===== src/rtl/scaler_pkg.sv =====
// Shared constants for the AGC scaler divider chain and its consumers.
// Optional watchdog alarm is enabled with SCALER_WDOG_EN.
package scaler_pkg;

  localparam int unsigned NSTAGES_DEFAULT     = 32;
  localparam int unsigned WDOG_CYCLES_DEFAULT = 4096;

  // Stage indices into FS/FA/FB: bit i is stage FS(i+2).
  localparam int unsigned F07_IDX = 5;
  localparam int unsigned F10_IDX = 8;
  localparam int unsigned F17_IDX = 15;

  // Bits needed to hold 0..value-1, never less than 1.
  function automatic int unsigned clog2(input int unsigned value);
    int unsigned res;
    res = 0;
    for (int unsigned v = value - 1; v > 0; v = v >> 1) res++;
    return (res == 0) ? 1 : res;
  endfunction

endpackage


===== src/rtl/scaler_wdog.sv =====
// Scaler-fail watchdog: counts idle SIM_CLK cycles between FS01 edges and
// raises a sticky alarm. Only compiled when SCALER_WDOG_EN is defined.
`ifdef SCALER_WDOG_EN
module scaler_wdog
  import scaler_pkg::*;
#(
  parameter int unsigned WDOG_CYCLES = WDOG_CYCLES_DEFAULT
) (
  input  logic clk,
  input  logic rst_n,
  input  logic tick,
  input  logic hold,
  output logic alarm
);

  localparam int unsigned W     = clog2(WDOG_CYCLES);
  localparam logic [W-1:0] LIMIT = W'(WDOG_CYCLES - 1);
  localparam logic [W-1:0] ONE   = W'(1);

  logic [W-1:0] idle_cnt;

  always_ff @(posedge clk or negedge rst_n) begin
    if (!rst_n) begin
      idle_cnt <= '0;
      alarm    <= 1'b0;
    end else begin
      // Saturate at the limit so a long outage cannot wrap and hide.
      if (hold || tick) idle_cnt <= '0;
      else if (idle_cnt != LIMIT) idle_cnt <= idle_cnt + ONE;
      if (idle_cnt == LIMIT) alarm <= 1'b1;
    end
  end

endmodule
`endif


===== src/rtl/scaler_chain.sv =====
// Synchronous AGC scaler divider chain: counts FS01_n falling edges and emits
// stage levels plus one-cycle set/reset pulses. Watchdog via SCALER_WDOG_EN.
module scaler_chain
  import scaler_pkg::*;
#(
  parameter int unsigned NSTAGES     = NSTAGES_DEFAULT,
  parameter int unsigned WDOG_CYCLES = WDOG_CYCLES_DEFAULT
) (
  input  logic               SIM_CLK,
  input  logic               SIM_RST,
  input  logic               FS01_n,
  input  logic               SCLHOLD,
  output logic [NSTAGES-1:0] FS,
  output logic [NSTAGES-1:0] FA,
  output logic [NSTAGES-1:0] FB,
  output logic               SCLWRAP,
  output logic               SCAFAL
);

  if (NSTAGES < 1 || WDOG_CYCLES < 2) begin : g_bad_cfg
    $error("scaler_chain: NSTAGES must be >= 1 and WDOG_CYCLES >= 2");
  end

  localparam logic [NSTAGES-1:0] STEP = NSTAGES'(1);

  logic [NSTAGES-1:0] count;
  logic [NSTAGES-1:0] count_next;
  logic               fs01_n_q;
  logic               armed;
  logic               tick;

  // armed blocks the first clock after reset, so a line already low at
  // release is not taken as a fresh falling edge.
  assign tick       = armed & fs01_n_q & ~FS01_n & ~SCLHOLD;
  assign count_next = count + STEP;
  assign FS         = count;

  // NOTE: non-blocking assignments make every flipping stage and its pulse
  // derive from the same pre-edge count, giving a ripple-free carry.
  always_ff @(posedge SIM_CLK or negedge SIM_RST) begin
    if (!SIM_RST) begin
      fs01_n_q <= 1'b1;
      armed    <= 1'b0;
      count    <= '0;
      FA       <= '0;
      FB       <= '0;
      SCLWRAP  <= 1'b0;
    end else begin
      fs01_n_q <= FS01_n;
      armed    <= 1'b1;
      if (tick) begin
        count   <= count_next;
        FA      <= ~count & count_next;
        FB      <= count & ~count_next;
        SCLWRAP <= &count;
      end else begin
        FA      <= '0;
        FB      <= '0;
        SCLWRAP <= 1'b0;
      end
    end
  end

`ifdef SCALER_WDOG_EN
  scaler_wdog #(
    .WDOG_CYCLES(WDOG_CYCLES)
  ) u_wdog (
    .clk  (SIM_CLK),
    .rst_n(SIM_RST),
    .tick (tick),
    .hold (SCLHOLD),
    .alarm(SCAFAL)
  );
`else
  assign SCAFAL = 1'b0;
`endif

endmodule


===== config.mk =====
export PLATFORM = sky130hd
export DESIGN_NAME = scaler_chain
export DESIGN_NICKNAME = d
export VERILOG_FILES = /design/src/rtl/scaler_pkg.sv /design/src/rtl/scaler_wdog.sv /design/src/rtl/scaler_chain.sv
export SDC_FILE = /design/constraint.sdc
export NUM_CORES = 1
export LEC_CHECK = 0
export ABC_CLOCK_PERIOD_IN_PS = 3400
export BUFFER_PORTS_ARGS = -buffer_cell sky130_fd_sc_hd__buf_2
export CAP_MARGIN = 20
export CORE_MARGIN = 1
export CORE_UTILIZATION = 55
export CTS_CLUSTER_SIZE = 12
export DETAILED_ROUTE_END_ITERATION = 8
export GPL_ROUTABILITY_DRIVEN = 0
export PLACE_DENSITY = 0.83
export SYNTH_ARGS = -nofsm -noshare
export SYNTH_HDL_FRONTEND = slang
export SYNTH_SLANG_ARGS = --single-unit

===== constraint.sdc =====
create_clock -name SIM_CLK -period 3.4 [get_ports SIM_CLK]
set_input_delay 0.34 -clock SIM_CLK [delete_from_list [all_inputs] [get_ports SIM_CLK]]
set_output_delay 0.34 -clock SIM_CLK [all_outputs]
set_load 0.02 [all_outputs]

After elaboration in Yosys (flattened, before gate mapping)
Index checks and enable logic that the tools add are counted.
W data, S select, Z words.
{ "word_totals": {"regBits": 99, "inputBits": 4, "out_inout_bits": 98, "wordCells": 20} }
{ "classes": {"add_sub_neg": 1, "mux": 3, "n_bitwise": 9, "n_reduce_logical": 1} }
{ "ops": {"columns": ["op", "count"], "rows": [
  ["$and A32 B32 Y32", 2],
  ["$mux W32", 2],
  ["$not A32 Y32", 2],
  ["$add A32 B1 Y32 const B", 1],
  ["$reduce_and A32 Y1", 1],
  ["$and A1 B1 Y1", 3],
  ["$not A1 Y1", 2],
  ["$mux W1", 1]
]} }

Depth between registers and ports, before layout
Gate-level depths: netlist of the first run.
{ "depth": {"word_depth": 4, "mapped_depth": 7, "ltp_nobuf": 6} }

Worst setup path after synthesis of the first run
No wires, ideal clock.
{ "synth_timing": {"path_type": "reg-to-reg", "from": "register count[0] (netlist: FS[0])", "to": "register count[22] (netlist: FS[22])", "setup_ps": 83, "arrival_ps": 2151, "t_required_ps": 3317, "slack_ps": 1166, "stages_incl_launch_ff": 8, "path_buffers": 1, "synth_period_minus_slack_ps": 2234, "path_cell_list": "dfrtp_1 -> ha_1 -> nand4_1 -> or3_1 -> clkbuf_1 -> nor4_1 -> ha_1 -> o21ai_0"} }
{ "synth_between": {"elab_chain_cells": 1} }
{ "synth_rtl": {"columns": ["item", "line", "text"], "rows": [
  ["from (decl)", "scaler_chain.sv:26", "logic [NSTAGES-1:0] count;"],
  ["from (signal assigned)", "scaler_chain.sv:52", "count <= count_next;"],
  ["$add A32 B1 Y32", "scaler_chain.sv:35", "assign count_next = count + STEP;"]
]} }
No other way between the ends.
A chain may end at the register's enable or synchronous reset.

Worst setup path after layout of the first run
Ends and elaborated chain as after synthesis.

==> results.py, run 1 <==
metrics = {
    "outcome": {
        "status": "finished clean",
    },
    "placed_design": {
        "place_inst": 584,
        "port_buffers": 100,
        "postPlaceCellArea_mm2": 0.00508,
        "dpl.hpwl_mm": 6.24,
    },
    "floorplan": {
        "die_height_um": 92.1,
        "num_rows": 32,
        "start_util": 0.572,
        "die_width_um": 92.1,
        "ios": 102,
        "die_area_mm2": 0.00848,
        "core_region_area_mm2": 0.00781,
    },
    "global_route": {
        "track_usage": 0.228,
        "grt_pass1_vias": 2996,
        "grt_pass1_wl_mm": 14.8,
        "grt_max_degree": 59,
        "grt_remaining_overflow": 0,
        "antenna_found_initial": 0,
    },
    "sta": {
        "rsz0062_at_grt": "false",
        "fmax_mhz": 414,
        "fin_skew_ns": 0.00865,
        "tns_ns": 0,
        "maxSlewViolCount": 0,
        "finalSetupViolations": 0,
        "fin_crit_sh": 0.710,
        "relSlewSlack": 0.326,
        "hold_violations": 0,
        "period_minus_slack_ns": 2.42,
        "worst-slew-pin-transition_ns": 1.01,
    },
    "critical_path": {
        "crit_path_end_kind": "flip-flop",
        "crit_type": "reg2reg",
        "worstPathMaxFanout": 7,
        "cp-start-kind": "flip-flop",
        "crit_required_ns": 3.68,
        "cp.arrival_ns": 2.69,
    },
    "synthesis": {
        "synth-adder-area-share": 0.174,
        "synth_top_family_by_area": "simple AND/OR/NAND/NOR gates",
        "avgSynthCellArea_um2": 11.3,
        "synth_xor_area_frac": 0.00196,
        "syn-num-nets": 460,
        "syn_area_mm2": 0.00447,
        "synth-seq-area-share": 0.555,
        "synth_most_common_cell": "dfrtp_1",
        "synthMuxAreaShare": 0,
        "yosysUniqueCellTypes": 27,
        "synth_compound_area_frac": 0.0347,
        "synth_seq_cells": 99,
        "synthSimpleGateAreaFrac": 0.187,
        "postSynth.asyncResetShare": 1.00,
        "synthCells": 394,
        "synth.top_cell.area_share": 0.549,
        "synthTopCellsByCount": "dfrtp_1 (98), and2_1 (63), ha_1 (62)",
        "yosys.area.top_type": "dfrtp_1",
        "ys.flop_type": "dfrtp_1",
        "ys_warn_count": 0,
        "synthTopCellsByArea": "dfrtp_1 (55%), ha_1 (17%), and2_1 (8.8%)",
        "synth_edf_count": 0,
    },
    "clocking": {
        "cts_setup_buffers": 0,
        "cts.clk_slew.worst_paths_ns": 0.10,
        "cts.sinks": 99,
        "root_buffer": "clkbuf_8",
        "hold_buffers": 0,
        "cts_resized": 0,
        "cts_buffers": 9,
        "clk_latency_ns": 0.36,
        "htree_levels": 3,
        "cts_tree": "built",
        "clockBufferDepth": 2,
    },
    "power": {
        "power_uw": 2250,
        "p_leak_uw": 0.00299,
        "vdd_drop_max_v": 0.000349,
        "power_density_mw_per_mm2": 423,
    },
    "min_path": {
        "hp-class": "in2async",
    },
    "detailed_routing": {
        "antenna_left": 0,
        "drt_iter0_drc": 149,
        "wl_per_cell_um": 14.8,
        "vias": 3044,
        "first_pass_iters": 4,
        "drcViolationCount": 0,
        "routed_wl_mm": 8.87,
        "vias_per_cell": 5.07,
    },
    "layout": {
        "fin_nets": 559,
        "antenna-diode-count": 0,
        "stdcell_count": 600,
        "fillers": 583,
        "final_area_mm2": 0.00532,
        "fin_util": 0.681,
        "drive_gt1_frac": 0.257,
        "syn_to_final_growth_pct": 19.0,
    },
    "job": {
        "drv_cap": 0,
    },
}
[cells in the final DEF (no fill, tap or decap), drive strengths merged]
cell	instances
buf	105
dfrtp	98
and2	63
ha	62
nand2	38
inv	34
o21ai	31
nor3	11
clkbuf	11
nor4	9
nor2	6
nand4	5
and3	4
nand3	4
or3	3
and4	2
conb	2
clkinv	2
bufinv	2
or4	1
nor4bb	1
nand4bb	1
xnor2	1
clkinvlp	1
dfstp	1
[power breakdown]
group	total, uW	leakage, uW	internal (uW)	switching [uW]
combinational	149	0.00150	47.8	102
sequential	1240	0.00137	1200	39.3
clock	861	0.000116	457	404
[sequential cells by signal (all words and copies together) (netlist names)]
register,flops
FB,32
fs01_n_q,1
armed,1
FA,32
SCLWRAP,1
FS,32
[cell type report]
cell class | instances | area, um^2 | share of cell area
repair buffers | 105 | 541 | 0.102
clock inverters | 5 | 85.1 | 0.0160
well taps | 102 | 128 | 0.0240
clock buffers | 11 | 151 | 0.0285
inverters | 34 | 128 | 0.0240
flip-flops and latches | 99 | 2480 | 0.466
multi-input cells | 244 | 1800 | 0.339
[critical path, cell delays in order, from the launching register on]
cell and delay, ns:
dfrtp_1 0.49, ha_1 0.26, nand4_1 0.19, or3_1 0.49, nor4_1 0.43, ha_1 0.31, o21ai_0 0.16
[logic make-up after synthesis]
logic type | count (synthesis)
AO/OA/AOI/OAI | 31
buffers and inverters | 51
XOR/XNOR | 1
flip-flops | 99
adder cells (fa/ha/maj) | 62
other | 2
AND/OR/NAND/NOR | 148
[path summary, 6_finish.rpt]
kind / start / endpoint / slack, ns / cells past startpoint
worst max-delay path: FS[0] / FS[22] / 0.98 / 6
worst min-delay path: SIM_RST / FB[19] / 0.02 / 1
worst max register to register: FS[0] / FS[22] / 0.98 / 6
worst min register to register: FS[12] / FS[12] / 0.57 / 2
max in group asynchronous: SIM_RST / FA[2] / 2.57 / 2
min in group SIM_CLK: FS01_n / fs01_n_q / 0.11 / 1
[routing by layer]
layer  GRT usage  part of all wire  up-vias
li1            -                 -     1461
met1       0.290              0.42     1477
met2       0.387              0.52       90
met3      0.0406             0.041       16
met4      0.0898             0.022        0
met5           0                 0        -
[stage by stage]
step           worst slack (ns)  hold slack, ns
2_1_floorplan              1.17          0.0444
3_3_place_gp               1.17           0.426
3_5_place_dp               1.00           0.436
4_1_cts                   0.965          0.0458
5_1_grt                   0.751          0.0743
6_report                  0.984          0.0188
Note: power is estimated with default switching activity, not from simulation.
==> run 2: changes to the inputs <==
- ABC_CLOCK_PERIOD_IN_PS: 3400 -> 2000
- CORE_UTILIZATION: 55 -> 49
- PLACE_DENSITY: 0.83 -> 0.78
- clock period: 3.4 -> 2 ns (I/O delays scaled with it)
==> run 2 against run 1 <==
Via count rose by 5.4%. Die area rose by 12%. Worst setup slack got worse by 0.95 ns. First-iteration DRC count fell by 48%. Hold slack improved by 0.16 ns. Cell count rose by 7.2%. Register-to-register slack got worse by 0.95 ns. Critical path type unchanged. Largest cell class unchanged.
==> results.py, run 2 (synthesis results as in run 1) <==
metrics = {
    "sta": {
        "hold_slack_ns": 0.179,
        "relSlewSlack": 0.625,
        "tns_ns": 0,
        "finalSetupViolations": 0,
        "worst-slew-pin-transition_ns": 0.562,
        "hold_violations": 0,
        "fmax_mhz": 509,
        "fin_crit_sh": 0.982,
        "setup_ws_ns": 0.0362,
        "period_minus_slack_ns": 1.96,
        "rsz0062_at_grt": "true",
        "fin_skew_ns": 0.0101,
        "maxSlewViolCount": 0,
    },
    "global_route": {
        "grt_remaining_overflow": 0,
        "grt_pass1_vias": 3218,
        "antenna_found_initial": 0,
        "grt_pass1_wl_mm": 15.2,
        "grt_max_degree": 65,
        "track_usage": 0.202,
    },
    "critical_path": {
        "r2r_setup_slack_ns": 0.04,
        "reg2reg_to": "FS[19]",
        "critPathTopFamily": "simple AND/OR/NAND/NOR gates",
        "crit_required_ns": 2.27,
        "critical-path-max-stage-delay_ns": 0.62,
        "reg2reg_from": "FS[1]",
        "cp.arrival_ns": 2.23,
        "slowest_stage": "or4_4",
        "worstPathMaxFanout": 5,
        "timing.critical_path.buf_inv": 0,
        "cp_cell_sequence": "nand3_2 > or4_4 > nor4_4 > ha_1 > o21ai_0",
        "crit_path_end_kind": "flip-flop",
        "cp-start-kind": "flip-flop",
        "crit_type": "reg2reg",
        "rr_worst_depth": 5,
    },
    "clocking": {
        "root_buffer": "clkbuf_8",
        "cts_tree": "built",
        "cts_buffers": 9,
        "cts.sinks": 99,
        "clockBufferDepth": 2,
        "clk_latency_ns": 0.35,
        "cts.clk_slew.worst_paths_ns": 0.09,
        "htree_levels": 3,
    },
    "detailed_routing": {
        "vias": 3209,
        "routed_wl_mm": 9.25,
        "first_pass_iters": 4,
        "drcViolationCount": 0,
        "vias_per_cell": 4.99,
        "wl_per_cell_um": 14.4,
        "drt_iter0_drc": 77,
        "antenna_left": 0,
    },
    "floorplan": {
        "die_area_mm2": 0.00950,
        "num_rows": 34,
        "ios": 102,
        "core_region_area_mm2": 0.00876,
        "die_height_um": 97.5,
        "start_util": 0.510,
        "die_width_um": 97.5,
    },
    "layout": {
        "fin_nets": 596,
        "final_common_cell": "buf_2",
        "syn_to_final_growth_pct": 28.6,
        "drive_gt1_frac": 0.359,
        "fin_util": 0.655,
        "final_cell_mix": "buf_2 (99), dfrtp_1 (85), and2_1 (63)",
        "antenna-diode-count": 0,
    },
    "job": {
        "drv_cap": 0,
    },
    "power": {
        "pwr-share-seq": 0.573,
        "p_int_uw": 2710,
        "clockPowerShare": 0.323,
        "p_leak_uw": 0.00326,
        "power_uw": 3650,
        "vdd_drop_max_v": 0.000497,
        "power_density_mw_per_mm2": 636,
        "netSwitchingPower_uw": 944,
        "power_frac_comb": 0.104,
        "p_sw_frac": 0.259,
    },
    "min_path": {
        "whs_path_depth": 4,
        "hold_start": "SCLHOLD",
        "hp-class": "in2reg",
        "min_to": "SCLWRAP",
    },
    "placed_design": {
        "place_ws_ns": -0.0855,
        "port_buffers": 100,
        "dpl.hpwl_mm": 6.38,
    },
    "outcome": {
        "status": "finished clean",
    },
}
-- run 2: changes by cell type in the layout (fill, tap and decap cells not counted), moves of 4 or more --
cell	change
nor4_4	+5
clkinv_2	+4
dfrtp_1	-13
nor4_1	-6
nor3_2	+5
nor3_1	-7
dfrtp_2	+13
buf_4	+32
-- run 2: how the worst max path moves through the flow --
stage               startpoint     end  slack, ns  depth (start not counted)
finish                   FS[1]  FS[19]       0.04                          5
global route             FS[8]  FS[23]      -0.07                          5
CTS                     FS[10]  FS[17]     -0.006                          5
detailed placement       FS[1]  FS[30]      -0.09                          6
global placement         FS[1]  FS[30]      -0.04                          6
floorplan                FS[0]  FS[22]      -0.03                          7
-- run 2: metrics by stage --
stage	instance area [um^2]	std cells
4_1_cts	5650	641
3_3_place_gp	5410	623
3_5_place_dp	5410	623
6_report	5740	643
5_1_grt	5740	643
2_1_floorplan	4520	394
-- run 2: area by class of cell --
| type | count | area, um^2 |
|---|---|---|
| clock buffer | 11 | 151 |
| inverter | 34 | 128 |
| multi-input combinational | 245 | 1970 |
| clock inverter | 5 | 27.5 |
| tap | 108 | 135 |
| sequential | 99 | 2490 |
| timing repair buffer | 141 | 841 |
| fill | 690 | 3020 |
-- run 2: worst reg2reg max path: stages, from the launching register on --
cell and delay (ns):
dfrtp_2 0.42, nand3_2 0.12, or4_4 0.62, nor4_4 0.30
ha_1 0.26, o21ai_0 0.16
-- run 2: power by group through the flow --
| stage | Sequential (uW) | Clock, uW | Combinational (uW) |
|---|---|---|---|
| 2_1_floorplan | 2200 | 0 | 98.5 |
| 3_3_place_gp | 2130 | 0 | 367 |
| 3_5_place_dp | 2130 | 0 | 378 |
| 4_1_cts | 2090 | 1200 | 386 |
| 5_1_grt | 2100 | 1300 | 438 |
| 6_report | 2090 | 1180 | 379 |
-- run 2: what timing repair did --
action                     CTS  global route
hold endpoints to repair    34             0
hold buffers                 2             0
setup endpoints to repair   11            18
cloned                       0             1
gates resized for setup      7            15
pin swaps                    1             6
buffers inserted             0             1
-- run 2: layer usage --
| layer | share of wire | up-vias | GRT usage |
|---|---|---|---|
| met4 | 0.012 | 0 | 0.0781 |
| met2 | 0.49 | 99 | 0.325 |
| met1 | 0.45 | 1567 | 0.266 |
| met5 | 0 | - | 0 |
| met3 | 0.049 | 11 | 0.0446 |
| li1 | - | 1532 | - |
